<file path="src/rtl/alu_issue_sequencer_if.sv">
// Request and result handshake bundle for the ALU issue sequencer.
// master: the upstream producer / result consumer; slave: the sequencer.
interface alu_issue_sequencer_if;
    logic       in_valid;
    logic       in_ready;
    logic [2:0] in_op;
    logic [3:0] in_a;
    logic [3:0] in_b;

    logic       res_valid;
    logic       res_ready;
    logic [3:0] res_c;
    logic [2:0] res_flags;
    logic [2:0] res_op;
    logic       res_err;

    modport master (
        output in_valid, in_op, in_a, in_b, res_ready,
        input  in_ready, res_valid, res_c, res_flags, res_op, res_err
    );

    modport slave (
        input  in_valid, in_op, in_a, in_b, res_ready,
        output in_ready, res_valid, res_c, res_flags, res_op, res_err
    );
endinterface

</file>
<file path="src/rtl/alu_issue_sequencer.sv">
// Feeds requests from a small FIFO to the 4-bit bit-serial ALU, holding each
// operation for OP_CYCLES cycles, then captures the ALU outputs into a result
// register with its own valid/ready handshake.
module alu_issue_sequencer #(
    parameter int unsigned DEPTH     = 4,
    parameter int unsigned OP_CYCLES = 5,
    localparam int unsigned CNT_W    = $clog2(DEPTH + 1)
) (
    input  logic                 clk,
    input  logic                 rst,
    alu_issue_sequencer_if.slave bus,
    output logic [2:0]           alu_opcode,
    output logic [3:0]           alu_a,
    output logic [3:0]           alu_b,
    input  logic [3:0]           alu_c,
    input  logic                 alu_carry,
    input  logic                 alu_sign,
    input  logic                 alu_zero,
    output logic                 busy,
    output logic [CNT_W-1:0]     fifo_count
);

    localparam int unsigned PTR_W = (DEPTH > 1) ? $clog2(DEPTH) : 1;
    localparam int unsigned CTR_W = $clog2(OP_CYCLES + 1);

    typedef enum logic [1:0] {StIdle, StIssue, StCapture} state_e;

    // FIFO entry: {op, a, b}
    logic [10:0]      mem_q [DEPTH];
    logic [PTR_W-1:0] wr_ptr_q, rd_ptr_q;
    logic [CNT_W-1:0] count_q;
    logic             push, pop;
    logic [2:0]       head_op;
    logic [3:0]       head_a, head_b;

    state_e           state_q, state_d;
    logic [CTR_W-1:0] ctr_q, ctr_d;
    logic [2:0]       op_q;
    logic [3:0]       a_q, b_q;
    logic             load_alu, load_err, load_cap;

    logic             res_valid_q;
    logic [3:0]       res_c_q;
    logic [2:0]       res_flags_q, res_op_q;
    logic             res_err_q;
    logic             res_free;

    assign bus.in_ready = (count_q != CNT_W'(DEPTH));
    assign push         = bus.in_valid & bus.in_ready;
    assign {head_op, head_a, head_b} = mem_q[rd_ptr_q];

    // Result slot can take a new value if empty or being drained this cycle
    assign res_free = !res_valid_q || bus.res_ready;

    // FIFO storage, no reset needed: only read behind a valid count
    always_ff @(posedge clk) begin
        if (push) begin
            mem_q[wr_ptr_q] <= {bus.in_op, bus.in_a, bus.in_b};
        end
    end

    // FIFO pointers and occupancy
    always_ff @(posedge clk) begin
        if (rst) begin
            wr_ptr_q <= '0;
            rd_ptr_q <= '0;
            count_q  <= '0;
        end else begin
            if (push) wr_ptr_q <= wr_ptr_q + PTR_W'(1);
            if (pop)  rd_ptr_q <= rd_ptr_q + PTR_W'(1);
            if (push && !pop)      count_q <= count_q + CNT_W'(1);
            else if (!push && pop) count_q <= count_q - CNT_W'(1);
        end
    end

    // Issue FSM next-state and control strobes
    always_comb begin
        state_d  = state_q;
        ctr_d    = ctr_q;
        pop      = 1'b0;
        load_alu = 1'b0;
        load_err = 1'b0;
        load_cap = 1'b0;
        unique case (state_q)
            StIdle: begin
                if (count_q != '0 && res_free) begin
                    pop = 1'b1;
                    if (head_op inside {3'b001, 3'b010, 3'b011, 3'b100}) begin
                        load_alu = 1'b1;
                        ctr_d    = '0;
                        state_d  = StIssue;
                    end else begin
                        load_err = 1'b1;
                    end
                end
            end
            StIssue: begin
                ctr_d = ctr_q + CTR_W'(1);
                if (ctr_q == CTR_W'(OP_CYCLES - 1)) begin
                    state_d = StCapture;
                end
            end
            StCapture: begin
                load_cap = 1'b1;
                state_d  = StIdle;
            end
            default: state_d = StIdle;
        endcase
    end

    // FSM state, issue counter and held ALU operands
    always_ff @(posedge clk) begin
        if (rst) begin
            state_q <= StIdle;
            ctr_q   <= '0;
            op_q    <= '0;
            a_q     <= '0;
            b_q     <= '0;
        end else begin
            state_q <= state_d;
            ctr_q   <= ctr_d;
            if (load_alu) begin
                op_q <= head_op;
                a_q  <= head_a;
                b_q  <= head_b;
            end
        end
    end

    // Result register: drain on ready, a same-cycle load wins over the drain
    always_ff @(posedge clk) begin
        if (rst) begin
            res_valid_q <= 1'b0;
            res_c_q     <= '0;
            res_flags_q <= '0;
            res_op_q    <= '0;
            res_err_q   <= 1'b0;
        end else if (load_err) begin
            res_valid_q <= 1'b1;
            res_c_q     <= '0;
            res_flags_q <= '0;
            res_op_q    <= head_op;
            res_err_q   <= 1'b1;
        end else if (load_cap) begin
            res_valid_q <= 1'b1;
            res_c_q     <= alu_c;
            res_flags_q <= {alu_carry, alu_sign, alu_zero};
            res_op_q    <= op_q;
            res_err_q   <= 1'b0;
        end else if (bus.res_ready) begin
            res_valid_q <= 1'b0;
        end
    end

    // Opcode only during ISSUE so the ALU sees 000 gaps between operations
    always_comb begin
        alu_opcode = (state_q == StIssue) ? op_q : 3'b000;
        alu_a      = a_q;
        alu_b      = b_q;
    end

    assign bus.res_valid = res_valid_q;
    assign bus.res_c     = res_c_q;
    assign bus.res_flags = res_flags_q;
    assign bus.res_op    = res_op_q;
    assign bus.res_err   = res_err_q;
    assign busy          = (state_q != StIdle);
    assign fifo_count    = count_q;

endmodule

</file>
<file path="src/flat_wrapper.sv">
// flat-port wrapper written by rule: the top's interface ports become plain ports
module alu_issue_sequencer_flat 
#(
    parameter int unsigned DEPTH     = 4,
    parameter int unsigned OP_CYCLES = 5,
    localparam int unsigned CNT_W    = $clog2(DEPTH + 1)
)
  (clk, rst, alu_opcode, alu_a, alu_b, alu_c, alu_carry, alu_sign, alu_zero, busy, fifo_count, bus_in_valid, bus_in_op, bus_in_a, bus_in_b, bus_res_ready, bus_in_ready, bus_res_valid, bus_res_c, bus_res_flags, bus_res_op, bus_res_err);
  alu_issue_sequencer_if bus_i ();
  input  logic clk;
  input  logic rst;
  output logic [2:0] alu_opcode;
  output logic [3:0] alu_a;
  output logic [3:0] alu_b;
  input  logic [3:0] alu_c;
  input  logic alu_carry;
  input  logic alu_sign;
  input  logic alu_zero;
  output logic busy;
  output logic [CNT_W-1:0] fifo_count;
  input wire logic [$bits(bus_i.in_valid)-1:0] bus_in_valid;
  input wire logic [$bits(bus_i.in_op)-1:0] bus_in_op;
  input wire logic [$bits(bus_i.in_a)-1:0] bus_in_a;
  input wire logic [$bits(bus_i.in_b)-1:0] bus_in_b;
  input wire logic [$bits(bus_i.res_ready)-1:0] bus_res_ready;
  output wire logic [$bits(bus_i.in_ready)-1:0] bus_in_ready;
  output wire logic [$bits(bus_i.res_valid)-1:0] bus_res_valid;
  output wire logic [$bits(bus_i.res_c)-1:0] bus_res_c;
  output wire logic [$bits(bus_i.res_flags)-1:0] bus_res_flags;
  output wire logic [$bits(bus_i.res_op)-1:0] bus_res_op;
  output wire logic [$bits(bus_i.res_err)-1:0] bus_res_err;
  assign bus_i.in_valid = bus_in_valid;
  assign bus_i.in_op = bus_in_op;
  assign bus_i.in_a = bus_in_a;
  assign bus_i.in_b = bus_in_b;
  assign bus_i.res_ready = bus_res_ready;
  assign bus_in_ready = bus_i.in_ready;
  assign bus_res_valid = bus_i.res_valid;
  assign bus_res_c = bus_i.res_c;
  assign bus_res_flags = bus_i.res_flags;
  assign bus_res_op = bus_i.res_op;
  assign bus_res_err = bus_i.res_err;
  alu_issue_sequencer #(.DEPTH(DEPTH), .OP_CYCLES(OP_CYCLES)) u_core (.clk(clk), .rst(rst), .bus(bus_i), .alu_opcode(alu_opcode), .alu_a(alu_a), .alu_b(alu_b), .alu_c(alu_c), .alu_carry(alu_carry), .alu_sign(alu_sign), .alu_zero(alu_zero), .busy(busy), .fifo_count(fifo_count));
endmodule
</file>
<file path="config.mk">
export PLATFORM = sky130hd
export DESIGN_NAME = alu_issue_sequencer_flat
export DESIGN_NICKNAME = d
export VERILOG_FILES = /design/src/rtl/alu_issue_sequencer_if.sv /design/src/rtl/alu_issue_sequencer.sv /design/src/flat_wrapper.sv
export SDC_FILE = /design/constraint.sdc
export NUM_CORES = 1
export LEC_CHECK = 0
export CAP_MARGIN = 10
export CORE_MARGIN = 2
export CORE_UTILIZATION = 30
export DETAILED_ROUTE_END_ITERATION = 10
export DONT_BUFFER_PORTS = 1
export HOLD_SLACK_MARGIN = 0.05
export PLACE_DENSITY = 0.54
export SYNTH_ARGS = -nofsm -noshare
export SYNTH_HDL_FRONTEND = slang
export SYNTH_SLANG_ARGS = --single-unit
export TNS_END_PERCENT = 100
</file>
<file path="constraint.sdc">
create_clock -name clk -period 3 [get_ports clk]
set_input_delay 0.6 -clock clk [delete_from_list [all_inputs] [get_ports clk]]
set_output_delay 0.6 -clock clk [all_outputs]
set_load 0.01 [all_outputs]
</file>
==> results of run 1 <==
==> routing by layer <==
layer | up-vias | GRT usage | routed length [µm]
li1 | 836 | - | -
met5 | - | 0 | 0
met4 | 0 | 0.0686 | 148
met1 | 867 | 0.136 | 2670
met3 | 12 | 0.0441 | 387
met2 | 36 | 0.174 | 2810
==> path summary, 6_finish.rpt <==
| check | start | endpoint | slack, ps |
|---|---|---|---|
| max reg2reg | u_core.fifo_count[0] | u_core.fifo_count[2] | 410 |
| min | rst | u_core.bus.res_err | 300 |
| min reg2reg | u_core.bus.res_c[3] | u_core.bus.res_c[3] | 510 |
| max | u_core.fifo_count[0] | u_core.fifo_count[2] | 410 |
==> registers in the layout (all words and copies together) (netlist names), named ones only <==
name                  count
u_core.rd_ptr_q           2
u_core.bus.res_valid      1
u_core.fifo_count         3
u_core.mem_q             44
u_core.bus.res_flags      3
u_core.alu_a              4
u_core.op_q               3
u_core.bus.res_op         3
u_core.wr_ptr_q           2
u_core.ctr_q              3
u_core.alu_b              4
u_core.bus.res_c          4
u_core.state_q            2
u_core.bus.res_err        1
==> cell families (layout without fill, tap and decap cells) <==
family                   count (synthesis)  count (layout)  share of synthesized area
buffers and inverters                   17              26                     0.0260
flip-flops                              81              81                      0.659
adder cells (fa/ha/maj)                  8               8                     0.0344
XOR/XNOR                                 5               5                     0.0140
AO/OA/AOI/OAI                           38              38                     0.0831
AND/OR/NAND/NOR                         62              62                     0.0983
multiplexers                            13              13                     0.0855
==> area by class of cell <==
cell class	count	share of cell area
Tap cell	136	0.0491
Clock buffer	9	0.0357
Sequential cell	81	0.595
Multi-Input combinational cell	126	0.285
Inverter	7	0.00758
Clock inverter	7	0.0217
Timing Repair Buffer	3	0.00650
==> stage by stage <==
step	util	cells	hold slack, ps	setup WS, ps	total power, mW
6_report	0.339	369	304	414	3.12
5_1_grt	0.339	369	288	196	3.32
3_3_place_gp	0.319	353	487	427	2.35
3_5_place_dp	0.319	353	495	432	2.37
2_1_floorplan	-	224	451	729	2.18
4_1_cts	0.339	369	292	402	3.17
==> cell usage after synthesis (2+ instances only) <==
master,number
o21a_1,2
a22o_1,10
nand2b_1,2
a32oi_1,2
nand3_1,6
a21oi_1,14
and3_1,5
o21ai_0,3
or3_1,2
inv_1,7
nor2b_1,3
and2_1,5
nor2_1,10
mux2i_1,2
xnor2_1,2
clkbuf_1,5
buf_2,2
nor3_1,4
ha_1,7
mux4_2,11
xor2_1,3
edfxtp_1,44
nand2_1,21
buf_6,2
dfxtp_1,37
==> power by group through the flow <==
| stage | combinational [mW] | clock (mW) | sequential, mW |
|---|---|---|---|
| after floorplan | 0.657 | 0 | 1.52 |
| after global placement | 0.765 | 0 | 1.59 |
| after detailed placement | 0.777 | 0 | 1.59 |
| after CTS | 0.784 | 0.819 | 1.57 |
| after global routing | 0.866 | 0.868 | 1.59 |
| final | 0.770 | 0.792 | 1.56 |
==> qor.yml, run 1 <==
status:
  outcome: "finished, final reports clean"
power:
  p_int_mw: 2.12
  ir_drop_uv: 298
  p_sw_frac: 0.323
  seqPwrFrac: 0.500
  powerDensity_mw_per_mm2: 901
  netSwitchingPower_mw: 1.01
  p_leak_nw: 1.19
  power_frac_clock: 0.254
  pwr-share-comb: 0.247
run:
  maxCapViolations: 0
global_routing:
  overflow: 0
  grt_antenna_before_repair: 0
  grt.total_usage: 0.114
  grt_max_degree: 19
  grt_pass1_vias: 1795
  grt_pass1_wl_um: 9670
floorplanning:
  die_h_um: 106
  core_area_mm2: 0.0102
  die_x_um: 106
  rows: 37
  start_util: 0.306
  ioPinCount: 50
  die_area_mm2: 0.0113
clocking:
  clk-insertion-delay-late_ps: 360
  post_cts_resized: 0
  path_clk_slew_ps: 80
  cts_tree: "built"
  hold_buffers: 0
  htree_levels: 3
  clock-sinks: 81
  numCtsBuffers: 9
  clockBufferDepth: 2
  cts-root-buf: "clkbuf_8"
  post_cts_buffers: 0
critical_path:
  reg2reg_depth: 9
  crit_required_ps: 3280
  worst_setup_path_start_kind: "flip-flop"
  critPathMaxStageDelay_ps: 610
  worstSetupEndpointType: "flip-flop"
  worstSetupPathType: "flip-flop to flip-flop"
  cp_top_family: "simple AND/OR/NAND/NOR gates"
  cp_cell_sequence: "nor3_1 -> nor4_2 -> inv_1 -> ha_1 -> inv_1 -> fa_1 -> xor2_1 -> or3_1 -> a21oi_1"
  cp_num_cells: 9
  cp_slowest_cell: "nor4_2"
  path_max_fanout: 8
  crit_arrival_ps: 2870
  cpMostUsedCell: "inv_1"
  cp_num_buf_inv: 2
timing:
  max_freq_ghz: 0.387
  rsz0062_at_grt: "false"
  max_slew.worst_pin.slew_ps: 711
  drv_slew: 0
  finClkSkew_ps: 11.9
  hold_violations: 0
  setup_viol: 0
  post-route-min-period_ps: 2590
  finalCritPeriodShare: 0.862
  fin_setup_tns_ps: 0
  max_slew_margin: 0.525
finish:
  fillers: 959
  finalNetCount: 258
  regArea_mm2: 0.00206
  antennaDiodeCount: 0
  multi_input_area_um2: 987
  drive_above_1_share: 0.146
  area_growth_pct: 10.8
  final_common_cell: "edfxtp_1"
  mostFrequentLayoutCells: "44 x edfxtp_1, 37 x dfxtp_1, 21 x nand2_1, 14 x a21oi_1, 11 x mux4_2"
  finalInstanceArea_mm2: 0.00347
synth:
  synth_edf_count: 44
  synth.distinct_cells: 38
  yosysWarnings: 0
  async_flop_share: 0
  syn-cell-area_mm2: 0.00313
  yosysSeqAreaShare: 0.659
  yosysTopAreaCell: "edfxtp_1"
  syn_avg_cell_area_um2: 14.0
  syn-instance-count: 224
  synth_fp_nets: 254
  synth-main-ff-cell: "edfxtp_1"
  synth-seq-cells: 81
  synthTopCellsByArea: "edfxtp_1 42%, dfxtp_1 24%, mux4_2 7.9%"
  yosysTopAreaCellShare: 0.422
place:
  place_hpwl_um: 4190
  dpl_cell_area_mm2: 0.00327
  gp_congestion: 0.737
  place.port_buffers: 0
detailed_routing:
  drt_iter0_markers: 64
  drt_first_pass_iters: 4
  wl_um: 6020
  drc: 0
  vias_per_cell: 4.75
  drtAntennaViolNets: 0
  wire_per_inst_um: 16.3
  via_count: 1751
worst_hold_path:
  hold_path_class: "primary input to flip-flop"
  hold_depth: 1
Power figures use the tool's default switching activity.
==> inputs of run 2 (changes only) <==
--- a/config.mk
+++ b/config.mk
@@ -8,10 +8,11 @@
 export CAP_MARGIN = 10
 export CORE_MARGIN = 2
 export CORE_UTILIZATION = 30
+export CTS_CLUSTER_DIAMETER = 30
 export DETAILED_ROUTE_END_ITERATION = 10
 export DONT_BUFFER_PORTS = 1
-export HOLD_SLACK_MARGIN = 0.05
 export PLACE_DENSITY = 0.54
+export REMOVE_ABC_BUFFERS = 1
 export SYNTH_ARGS = -nofsm -noshare
 export SYNTH_HDL_FRONTEND = slang
 export SYNTH_SLANG_ARGS = --single-unit
==> run 2 against run 1 <==
Effect of this change: hold slack better by 6.5 ps; die area unchanged; final cell count increased by 0.27%; highest routed layer unchanged; register-to-register slack got worse by 80 ps; largest cell class unchanged; global-route usage is 0.25 points higher; count of clock-buffer cells in the layout grew 3; clock power grew 0.6%.
==> qor.yml, run 2 (synthesis gave the netlist of run 1 again) <==
status:
  outcome: "finished, final reports clean"
finish:
  regArea_mm2: 0.00206
  largest_register: "u_core.mem_q"
  drive_above_1_share: 0.141
  final_common_cell: "edfxtp_1"
  largest_reg_flops: 44
  antennaDiodeCount: 0
  finalNetCount: 259
  area_growth_pct: 11.0
  mostFrequentLayoutCells: "44 x edfxtp_1, 37 x dfxtp_1, 21 x nand2_1, 14 x a21oi_1, 11 x mux4_2"
  multi_input_area_um2: 987
  fillers: 981
floorplanning:
  ioPinCount: 50
  die_h_um: 106
  core_area_mm2: 0.0102
  start_util: 0.306
  die_x_um: 106
  die_area_mm2: 0.0113
  rows: 37
global_routing:
  grt_pass1_vias: 1760
  grt-busiest-layer: "met2"
  grt_pass1_wl_um: 9650
  overflow: 0
  use_met3: 0.0441
  grt_max_degree: 19
  grt.total_usage: 0.117
  grt.met1_usage: 0.133
  met2_usage: 0.186
  grt_antenna_before_repair: 0
detailed_routing:
  wl_um: 6010
  vias_per_cell: 4.66
  wire_per_inst_um: 16.2
  drt_first_pass_iters: 4
  via_count: 1725
  drc: 0
  drtAntennaViolNets: 0
  drt_iter0_markers: 82
critical_path:
  worstSetupPathType: "flip-flop to flip-flop"
  path_max_fanout: 11
  worstSetupEndpointType: "flip-flop"
  r2r_end: "u_core.alu_b[2]"
  crit_arrival_ps: 2970
  worst_setup_path_start_kind: "flip-flop"
  reg2reg_depth: 5
  crit_required_ps: 3300
  r2r_setup_slack_ps: 330
power:
  powerDensity_mw_per_mm2: 900
  p_leak_nw: 1.20
  ir_drop_uv: 270
  finalPower_mw: 3.13
timing:
  max_freq_ghz: 0.375
  max_slew.worst_pin.slew_ps: 862
  finalCritPeriodShare: 0.889
  max_slew_margin: 0.422
  setup_viol: 0
  hold_violations: 0
  fin_setup_tns_ps: 0
  rsz0062_at_grt: "false"
  whs_ps: 310
  finClkSkew_ps: 7.71
  drv_slew: 0
  post-route-min-period_ps: 2670
worst_hold_path:
  hold_start: "rst"
  holdPathEnd: "u_core.bus.res_valid"
  hold_depth: 1
  hold_path_class: "primary input to flip-flop"
place:
  place_hpwl_um: 4000
  gp_congestion: 0.685
  place.port_buffers: 0
clocking:
  clk-insertion-delay-late_ps: 350
  clock-sinks: 81
  path_clk_slew_ps: 80
  numCtsBuffers: 9
  htree_levels: 3
  hold_buffers: 0
  cts_tree: "built"
  post_cts_buffers: 0
  clockBufferDepth: 2
  cts-root-buf: "clkbuf_8"
  post_cts_resized: 0
run:
  maxCapViolations: 0
==> run 2: power breakdown <==
group	total (mW)	switching [mW]	leakage, nW	internal [mW]
clock network	0.797	0.387	0.101	0.410
registers	1.56	0.196	0.705	1.37
logic	0.766	0.409	0.394	0.357
total	3.13	0.992	1.20	2.14
==> run 2: how the worst max path moves through the flow <==
| stage | startpoint | to | cells past startpoint |
|---|---|---|---|
| 6_report | flip-flop | u_core.alu_b[2] | 5 |
| 3_5_place_dp | flip-flop | u_core.alu_b[2] | 5 |
| 3_3_place_gp | flip-flop | u_core.alu_b[2] | 5 |
| 2_1_floorplan | flip-flop | u_core.alu_b[2] | 5 |
| 4_1_cts | flip-flop | u_core.alu_b[2] | 5 |
| 5_1_grt | u_core.fifo_count[0] | u_core.fifo_count[2] | 9 |
==> run 2: cell type report <==
type,instances,share of cell area
sequential,81,0.594
multi-input combinational,126,0.284
tap,136,0.0490
clock buffer,12,0.0418
clock inverter,4,0.0151
timing repair buffer,4,0.00865
inverter,7,0.00756
==> run 2: per-layer routing <==
metal	wire length, µm	up-vias
met3	401	11
met5	0	-
li1	-	833
met2	2960	35
met1	2490	846
met4	158	0
==> run 2: stage by stage <==
stage	cell area (µm²)	util	std cells	setup WS (ps)
after floorplan	3080	-	214	593
after global placement	3280	0.320	354	352
after detailed placement	3280	0.320	354	294
after CTS	3470	0.339	370	263
after global routing	3470	0.339	370	67.8
final	3470	0.339	370	333
==> run 2: worst max-delay path, stage by stage (launching register included) <==
cell     delay, ps
dfxtp_1        590
mux4_2         630
o21a_1         230
or2_1          250
nor3_2         660
a22o_1         260
==> inputs of run 3 (changes only) <==
--- a/config.mk
+++ b/config.mk
@@ -7,12 +7,13 @@
 export LEC_CHECK = 0
 export CAP_MARGIN = 10
 export CORE_MARGIN = 2
-export CORE_UTILIZATION = 30
+export CORE_UTILIZATION = 40
 export CTS_CLUSTER_DIAMETER = 30
 export DETAILED_ROUTE_END_ITERATION = 10
 export DONT_BUFFER_PORTS = 1
-export PLACE_DENSITY = 0.54
+export PLACE_DENSITY = 0.64
 export REMOVE_ABC_BUFFERS = 1
+export SETUP_SLACK_MARGIN = 0.5
 export SYNTH_ARGS = -nofsm -noshare
 export SYNTH_HDL_FRONTEND = slang
 export SYNTH_SLANG_ARGS = --single-unit
==> run 3 against run 2 <==
Effect of this change: sequential share of layout area rose by 0.80 points; worst setup slack improved by 250 ps; total power fell by 2.0%; first-iteration DRC count rose by 59%; sequential power barely moved; global-route usage rose by 2.2 points; combinational power rose by 0.5%; fmax rose by 10%; routed wire length fell by 9.6%; critical endpoint unchanged; largest cell class unchanged; clock skew rose by 1.2 ps.
==> qor.yml, run 3 (synthesis gave the netlist of run 1 again) <==
detailed_routing:
  drt_first_pass_iters: 4
  drt_iter0_markers: 130
  wl_met2_um: 2840
  drc: 0
  wirelength_met1_um: 2260
  wire_per_inst_um: 16.3
  top_layer_used: "met4"
  drtAntennaViolNets: 0
  met3_length_um: 249
  vias_per_cell: 5.03
  wl_um: 5440
  via_count: 1681
global_routing:
  grt_antenna_before_repair: 0
  grt_max_degree: 19
  grt_pass1_vias: 1700
  grt.total_usage: 0.139
  overflow: 0
  grt_pass1_wl_um: 8690
timing:
  hold_violations: 0
  rsz0062_at_grt: "true"
  fin_setup_tns_ps: 0
  max_slew_margin: 0.485
  finalCritPeriodShare: 0.807
  finClkSkew_ps: 8.91
  setup_viol: 0
  post-route-min-period_ps: 2420
  max_freq_ghz: 0.413
  drv_slew: 0
  max_slew.worst_pin.slew_ps: 768
place:
  place_hpwl_um: 3800
  dpl_cell_area_mm2: 0.00322
  place.port_buffers: 0
  gp_congestion: 0.701
  post-place-cells: 318
power:
  powerDensity_mw_per_mm2: 894
  netSwitchingPower_mw: 0.942
  seqPwrFrac: 0.503
  pwr-share-comb: 0.251
  p_sw_frac: 0.307
  power_frac_clock: 0.245
  p_leak_nw: 1.19
  p_int_mw: 2.12
  finalPower_mw: 3.06
  ir_drop_uv: 496
critical_path:
  crit_required_ps: 3280
  crit_arrival_ps: 2700
  cp_slowest_cell: "mux4_2"
  path_max_fanout: 11
  critPathMaxStageDelay_ps: 590
  worstSetupPathType: "flip-flop to flip-flop"
  worstSetupEndpointType: "flip-flop"
  worst_setup_path_start_kind: "flip-flop"
  cp_cell_sequence: "mux4_2 -> o21a_1 -> or2_1 -> nor3_2 -> a22o_1"
clocking:
  hold_buffers: 0
  cts_tree: "built"
  clk-insertion-delay-late_ps: 340
  post_cts_buffers: 0
  clock-sinks: 81
  cts-root-buf: "clkbuf_8"
  path_clk_slew_ps: 80
  clockBufferDepth: 2
  numCtsBuffers: 9
  htree_levels: 3
finish:
  antennaDiodeCount: 0
  fillers: 676
  area_growth_pct: 9.47
  instances_no_fill: 334
  regArea_mm2: 0.00206
  largest_register: "u_core.mem_q"
  mostFrequentLayoutCells: "44 x edfxtp_1, 37 x dfxtp_1, 21 x nand2_1, 14 x a21oi_1, 11 x mux4_2"
  finalInstanceArea_mm2: 0.00343
  finalNetCount: 257
  final_core_util: 0.448
  drive_above_1_share: 0.134
  final_common_cell: "edfxtp_1"
  multi_input_area_mm2: 0.00100
  largest_reg_flops: 44
floorplanning:
  die_h_um: 92.5
  die_x_um: 92.5
  core_area_mm2: 0.00765
  ioPinCount: 50
  die_area_mm2: 0.00855
  rows: 32
  start_util: 0.409
worst_hold_path:
  hold_path_class: "primary input to flip-flop"
status:
  outcome: "finished, final reports clean"
run:
  maxCapViolations: 0
[run 3: area by class of cell]
class	instances	area share
Clock buffer	14	0.0540
Clock inverter	2	0.00292
Inverter	7	0.00767
Multi-Input combinational cell	126	0.292
Sequential cell	81	0.602
Tap cell	102	0.0372
Timing Repair Buffer	2	0.00438
[run 3: critical path, delay by kind of cell, from the launching register on]
family          cells  cell delay, ps
mux                 1             590
flops               1             430
compound gates      2             500
simple gates        2             840
[run 3: worst paths after layout]
check,slack [ps],from,to,cells past startpoint
max,580,flip-flop,u_core.alu_b[2],5
min,320,rst,u_core.bus.res_valid,1
max reg2reg,580,flip-flop,u_core.alu_b[2],5
min reg2reg,500,u_core.bus.res_err,u_core.bus.res_err,2
[run 3: through the flow]
step | worst slack, ps | hold WS, ps
after floorplan | 593 | 451
after global placement | 495 | 482
after detailed placement | 435 | 490
after CTS | 510 | 302
after global routing | 411 | 294
final | 580 | 320
[run 3: routing by layer]
layer / vias up / global-route usage
met5: - / 0
met4: 0 / 0.0709
met3: 6 / 0.0472
met2: 27 / 0.232
met1: 821 / 0.158
li1: 827 / -
[run 3: power groups by stage]
stage | Sequential (mW) | Combinational, mW | Clock [mW]
2_1_floorplan | 1.55 | 0.590 | 0
3_3_place_gp | 1.57 | 0.752 | 0
3_5_place_dp | 1.57 | 0.762 | 0
4_1_cts | 1.55 | 0.779 | 0.779
5_1_grt | 1.57 | 0.865 | 0.828
6_report | 1.54 | 0.770 | 0.752
[run 3: what timing repair did]
| action | in CTS | in global routing |
|---|---|---|
| setup endpoints to repair | 3 | 12 |
| hold endpoints to repair | 0 | 0 |
| resized for setup | 1 | 1 |
